--- config.mk ---
export PLATFORM = sky130hd
export DESIGN_NAME = stage_complete_arb
export DESIGN_NICKNAME = d
export VERILOG_FILES = /design/src/rtl/stage_complete_arb_pkg.sv /design/src/rtl/stage_complete_arb_fifo.sv /design/src/rtl/stage_complete_arb.sv
export SDC_FILE = /design/constraint.sdc
export NUM_CORES = 1
export LEC_CHECK = 0
export ABC_AREA = 1
export BUFFER_PORTS_ARGS = -buffer_cell sky130_fd_sc_hd__buf_2
export CORE_ASPECT_RATIO = 1.5
export CORE_MARGIN = 4
export CORE_UTILIZATION = 45
export DETAILED_ROUTE_END_ITERATION = 8
export HOLD_SLACK_MARGIN = 0.08
export PLACE_DENSITY = 0.65
export SLEW_MARGIN = 20
export SYNTH_ARGS = -nofsm -noshare
export SYNTH_HDL_FRONTEND = slang
export SYNTH_SLANG_ARGS = --single-unit
--- constraint.sdc ---
create_clock -name clock -period 5.57 [get_ports clock]
set_input_delay 1.114 -clock clock [delete_from_list [all_inputs] [get_ports clock]]
set_output_delay 1.114 -clock clock [all_outputs]
set_load 0.01 [all_outputs]
--- src/rtl/stage_complete_arb_pkg.sv ---
// Shared types for the multi-lane complete stage.
// Holds the FU result, ROB completion and CDB lane bundle types.
package stage_complete_arb_pkg;

  localparam int NUM_FU_DEF    = 4;
  localparam int CDB_WIDTH_DEF = 2;
  localparam int QDEPTH_DEF    = 2;

  localparam int TAG_W = 6;
  localparam int ROB_W = 5;

  typedef logic [TAG_W-1:0] TAG;
  typedef logic [ROB_W-1:0] ROB_IDX;

  typedef struct packed {
    logic        valid;
    TAG          dest_tag;
    ROB_IDX      rob_idx;
    logic [31:0] result;
    logic [31:0] rs2_value;
    logic        take_branch;
  } EX_IC_PACKET;

  typedef struct packed {
    logic        complete_en;
    ROB_IDX      complete_idx;
    logic [31:0] result;
    logic [31:0] rs2_value;
    logic        take_branch;
  } IC_ROB_PACKET;

  typedef struct packed {
    TAG   tag;
    logic en;
  } CDB_PACKET;

endpackage

--- src/rtl/stage_complete_arb_fifo.sv ---
// complete_fifo: per-FU result queue, QDEPTH entries, squash clears it.
// Ports: clock, reset(n), squash, push/din, pop, head, empty, full.
module complete_fifo
  import stage_complete_arb_pkg::*;
#(
  parameter int QDEPTH = QDEPTH_DEF
) (
  input  logic        clock,
  input  logic        reset,
  input  logic        squash,
  input  logic        push,
  input  EX_IC_PACKET din,
  input  logic        pop,
  output EX_IC_PACKET head,
  output logic        empty,
  output logic        full
);

  localparam int PW = (QDEPTH > 1) ? $clog2(QDEPTH) : 1;
  localparam int CW = $clog2(QDEPTH + 1);
  localparam logic [PW-1:0] LAST  = PW'(QDEPTH - 1);
  localparam logic [CW-1:0] DEPTH = CW'(QDEPTH);

  EX_IC_PACKET mem [2**PW];

  logic [PW-1:0] wr_ptr;
  logic [PW-1:0] rd_ptr;
  logic [CW-1:0] count;
  logic          do_push;
  logic          do_pop;

  function automatic logic [PW-1:0] nxt(input logic [PW-1:0] p);
    return (p == LAST) ? '0 : p + 1'b1;
  endfunction

  assign empty   = (count == '0);
  assign full    = (count == DEPTH);
  assign do_push = push && !full && !squash;
  assign do_pop  = pop && !empty && !squash;
  assign head    = mem[rd_ptr];

  always_ff @(posedge clock or negedge reset) begin
    if (!reset) begin
      wr_ptr <= '0;
      rd_ptr <= '0;
      count  <= '0;
    end else if (squash) begin
      wr_ptr <= '0;
      rd_ptr <= '0;
      count  <= '0;
    end else begin
      if (do_push) wr_ptr <= nxt(wr_ptr);
      if (do_pop)  rd_ptr <= nxt(rd_ptr);
      if (do_push && !do_pop)
        count <= count + 1'b1;
      else if (do_pop && !do_push)
        count <= count - 1'b1;
    end
  end

  always_ff @(posedge clock) begin
    if (do_push) mem[wr_ptr] <= din;
  end

endmodule

--- src/rtl/stage_complete_arb.sv ---
// Complete stage: NUM_FU result FIFOs, round-robin onto CDB_WIDTH lanes.
// Ports: fu_valid/fu_packet/fu_ready in; cdb/cdb_en/ic_rob_packet out.
module stage_complete_arb
  import stage_complete_arb_pkg::*;
#(
  parameter int NUM_FU    = NUM_FU_DEF,
  parameter int CDB_WIDTH = CDB_WIDTH_DEF,
  parameter int QDEPTH    = QDEPTH_DEF
) (
  input  logic                         clock,
  input  logic                         reset,
  input  logic                         squash,
  input  logic [NUM_FU-1:0]            fu_valid,
  input  EX_IC_PACKET [NUM_FU-1:0]     fu_packet,
  output logic [NUM_FU-1:0]            fu_ready,
  output TAG [CDB_WIDTH-1:0]           cdb,
  output logic [CDB_WIDTH-1:0]         cdb_en,
  output IC_ROB_PACKET [CDB_WIDTH-1:0] ic_rob_packet
);

  localparam int FW = $clog2(NUM_FU);
  localparam logic [FW-1:0] FU_LAST = FW'(NUM_FU - 1);

  EX_IC_PACKET [NUM_FU-1:0] head;
  logic [NUM_FU-1:0] empty;
  logic [NUM_FU-1:0] full;
  logic [NUM_FU-1:0] push;
  logic [NUM_FU-1:0] grant;

  logic [FW-1:0] rr_q;
  logic [FW-1:0] rr_d;

  logic [CDB_WIDTH-1:0] lane_vld;
  logic [FW-1:0]        lane_src [CDB_WIDTH];

  CDB_PACKET    [CDB_WIDTH-1:0] lane_q;
  IC_ROB_PACKET [CDB_WIDTH-1:0] rob_q;

  function automatic logic [FW-1:0] nxt(input logic [FW-1:0] p);
    return (p == FU_LAST) ? '0 : p + 1'b1;
  endfunction

  assign fu_ready = ~full;
  assign push     = fu_valid & ~full & {NUM_FU{~squash}};

  for (genvar g = 0; g < NUM_FU; g++) begin : g_fifo
    complete_fifo #(
      .QDEPTH(QDEPTH)
    ) u_fifo (
      .clock (clock),
      .reset (reset),
      .squash(squash),
      .push  (push[g]),
      .din   (fu_packet[g]),
      .pop   (grant[g]),
      .head  (head[g]),
      .empty (empty[g]),
      .full  (full[g])
    );
  end

  // Scan from rr_q, packing the first CDB_WIDTH non-empty heads into lanes.
  always_comb begin
    logic [FW-1:0] idx;
    logic [FW-1:0] last;
    logic          any;
    int            n;
    grant    = '0;
    lane_vld = '0;
    for (int k = 0; k < CDB_WIDTH; k++) lane_src[k] = '0;
    idx  = rr_q;
    last = rr_q;
    any  = 1'b0;
    n    = 0;
    for (int j = 0; j < NUM_FU; j++) begin
      if (!empty[idx] && n < CDB_WIDTH) begin
        grant[idx] = 1'b1;
        last       = idx;
        any        = 1'b1;
        for (int k = 0; k < CDB_WIDTH; k++) begin
          if (n == k) begin
            lane_vld[k] = 1'b1;
            lane_src[k] = idx;
          end
        end
        n = n + 1;
      end
      idx = nxt(idx);
    end
    rr_d = any ? nxt(last) : rr_q;
  end

  always_ff @(posedge clock or negedge reset) begin
    if (!reset) begin
      rr_q   <= '0;
      lane_q <= '0;
      rob_q  <= '0;
    end else if (squash) begin
      lane_q <= '0;
      rob_q  <= '0;
    end else begin
      rr_q <= rr_d;
      for (int k = 0; k < CDB_WIDTH; k++) begin
        if (lane_vld[k]) begin
          lane_q[k].en            <= 1'b1;
          lane_q[k].tag           <= head[lane_src[k]].dest_tag;
          rob_q[k].complete_en    <= 1'b1;
          rob_q[k].complete_idx   <= head[lane_src[k]].rob_idx;
          rob_q[k].result         <= head[lane_src[k]].result;
          rob_q[k].rs2_value      <= head[lane_src[k]].rs2_value;
          rob_q[k].take_branch    <= head[lane_src[k]].take_branch;
        end else begin
          lane_q[k] <= '0;
          rob_q[k]  <= '0;
        end
      end
    end
  end

  always_comb begin
    for (int k = 0; k < CDB_WIDTH; k++) begin
      cdb[k]    = lane_q[k].tag;
      cdb_en[k] = lane_q[k].en;
    end
  end

  assign ic_rob_packet = rob_q;

  // Producer valid bit travels with the payload but fu_valid decides.
  logic unused_valid;
  always_comb begin
    unused_valid = 1'b0;
    for (int g = 0; g < NUM_FU; g++) unused_valid ^= head[g].valid;
  end

endmodule

==> metrics.cfg <==
[timing]
post-route-min-period_ps = 4354
finalCritPeriodShare_pct = 78.17
slew_headroom_pct = 34.91
finalClockSkew_ps = 31.96
setup_violations = 0
hold_viol_final = 0
tightestPinTransition_ps = 976.3
rsz0062_at_grt = no
fmax_mhz = 229.7
finalMaxSlewViolations = 0
fin_tns_setup_ps = 0

[clock_network]
holdBufCountCts = 0
root_buffer = clkbuf_16
path_clk_slew_ps = 70
clk_latency_ps = 650
cts_tree = built
cts_buffer_depth = 3
cts-buffers-inserted = 76
cts_setup_buffers = 0
cts_resized = 0
cts_sinks = 780
cts-htree-levels = 3

[placement]
gp_congestion = 0.9242
io_buffers = 470
dpl.hpwl_mm = 73.78
placed_cells = 4773

[layout]
regArea_um2 = 22580
syn_to_final_growth_pct = 17.40
nFillCells = 6798
final_cell_mix = nand2_1 (1277), edfxtp_1 (608), nand3_1 (471)
final_common_cell = nand2_1
finalNetCount = 4174
multi_input_area_um2 = 10290
final_cells = 4936
final_util_pct = 53.34
layout-drive-gt1-share_pct = 17.42

[routing]
detail-route-antenna-nets = 0
via_per_inst = 5.324
m1WireLength_mm = 47.60
wl_per_cell_um = 22.04
met3_length_mm = 11.49
highest_layer = met5
drc = 0
drt-initial-drc-count = 3051
drt_pre_antenna_iters = 6
routed-wl-met2_mm = 45.84
vias = 26281
drt_wl_total_mm = 108.8

[yosys]
syn_area_um2 = 34120
syn_nets = 3800
avgSynthCellArea_um2 = 9.813
ys_ff_latch = 780
synth.distinct_cells = 31
seq_area_frac_synth_pct = 66.12
yosysWarnings = 0
syn_inst = 3477

[setup_path]
end_kind = flop
required_ps = 6090
crit_arrival_ps = 4880
path_class = reg2reg
crit_path_start_kind = flop
cp_max_fo = 47

[die]
fp.dieW_um = 232.8
die_h_um = 345.3
dieArea_um2 = 80390
io_pins = 475
coreArea_um2 = 75100
std_cell_rows = 123
initial_core_util_pct = 45.43

[global_route]
grt_pass1_vias = 24215
grt_start_max_net_pins = 130
grt_usage_pct = 26.42
antenna_found_initial = 32
grt_overflow = 0
grt_pass1_wl_mm = 158.6

[status]
status = complete, no violations

[worst_hold_path]
hold_path_class = in2async

[flow_run]
maxCapViolCount = 0

==> layer usage <==
metal  vias up  GRT usage [%]
li1      12257              -
met1     12388          40.24
met2      1426          36.61
met3       192          7.020
met4        18          9.093
met5         -              0
==> cells by family (layout without fill, tap and decap cells) <==
kind of cell / count (synthesis) / in the layout / synth area share (%)
AOI/OAI and AO/OA: 102 / 102 / 1.599
adders and majority gates: 8 / 8 / 0.2934
buffers and inverters: 330 / 768 / 4.166
DFF: 780 / 780 / 66.12
muxes: 48 / 48 / 1.408
other: 0 / 21 / 0
and+or+nand+nor: 2209 / 2209 / 26.41
==> path summary, 6_finish.rpt <==
path / slack, ps / from / cells after the start / end
setup / recovery: 1220 / rr_q[0] / 16 / ic_rob_packet[30]
hold / removal: 500 / reset / 1 / ic_rob_packet[139]
setup reg to reg: 1220 / rr_q[0] / 16 / ic_rob_packet[30]
hold reg to reg: 570 / g_fifo[2].u_fifo.count[0] / 2 / g_fifo[2].u_fifo.count[0]
max in group asynchronous: 3970 / reset / 2 / ic_rob_packet[92]
min in group clock: 570 / g_fifo[2].u_fifo.count[0] / 2 / g_fifo[2].u_fifo.count[0]
==> layout make-up <==
type | instances | area share (%)
clock buffers | 105 | 5.538
flip-flops and latches | 780 | 56.36
well taps | 1000 | 3.124
clock inverters | 37 | 0.9777
multi-input cells | 2367 | 25.70
diodes | 21 | 0.1312
inverters | 121 | 1.149
repair buffers | 505 | 7.019
==> flip-flops by register name, indices dropped and copies added, names as in the netlist <==
| signal | count |
|---|---|
| rr_q | 2 |
| cdb_en | 2 |
| g_fifo.u_fifo.wr_ptr | 4 |
| ic_rob_packet | 140 |
| cdb | 12 |
| g_fifo.u_fifo.rd_ptr | 4 |
| g_fifo.u_fifo.mem | 608 |
| g_fifo.u_fifo.count | 8 |
==> worst max-delay path: stages, from the launching register on <==
cell and delay (ps):
dfrtp_1 490, ha_1 320, nor2_2 590, nand2_1 190, nand2_1 150, nand2_1 50
nand2_1 170, ha_1 290, nand2_1 110, nand2_2 110, nor2_4 220, nor2_1 110
nor2_4 640, buf_12 310, nand3_1 140, nand2_1 210, nor2_1 80
==> stage by stage <==
stage / hold WS (ps) / area, um2 / worst slack (ps)
2_1_floorplan: 480.8 / 34120 / 55.12
3_3_place_gp: 543.7 / 37390 / 1325
3_5_place_dp: 549.5 / 37390 / 1302
4_1_cts: 527.4 / 40000 / 1283
5_1_grt: 545.4 / 40030 / 931.7
6_report: 495.4 / 40060 / 1216
==> cells in the mapped netlist <==
cell type	n	area, um2
inv_2	8	30.03
nand2_4	4	45.04
buf_4	21	157.7
dfrtp_1	172	4304
nand2_1	1282	4812
clkbuf_1	99	371.6
ha_1	8	100.1
nor3_1	1	5.000
mux2i_1	48	480.5
a31oi_2	2	25.02
a31oi_1	1	6.260
nand2_2	7	43.79
inv_1	111	416.7
buf_2	77	385.4
nand4_1	5	31.28
o21ai_4	1	16.27
nor2_4	3	33.78
edfxtp_1	608	18260
buf_6	1	11.26
clkinv_1	2	7.510
a21oi_1	34	170.2
nor2_1	429	1610
nor2_2	1	6.260
o21ai_2	2	17.52
nor2_8	1	20.02
nand3b_1	1	7.510
buf_1	11	41.29
o21ai_0	61	305.3
nand3_1	471	2357
o21ai_1	1	5.000
nand3_2	4	40.04
Power is not shown: default switching activity piles up to over one toggle a cycle in this logic, so the estimate is an artifact.
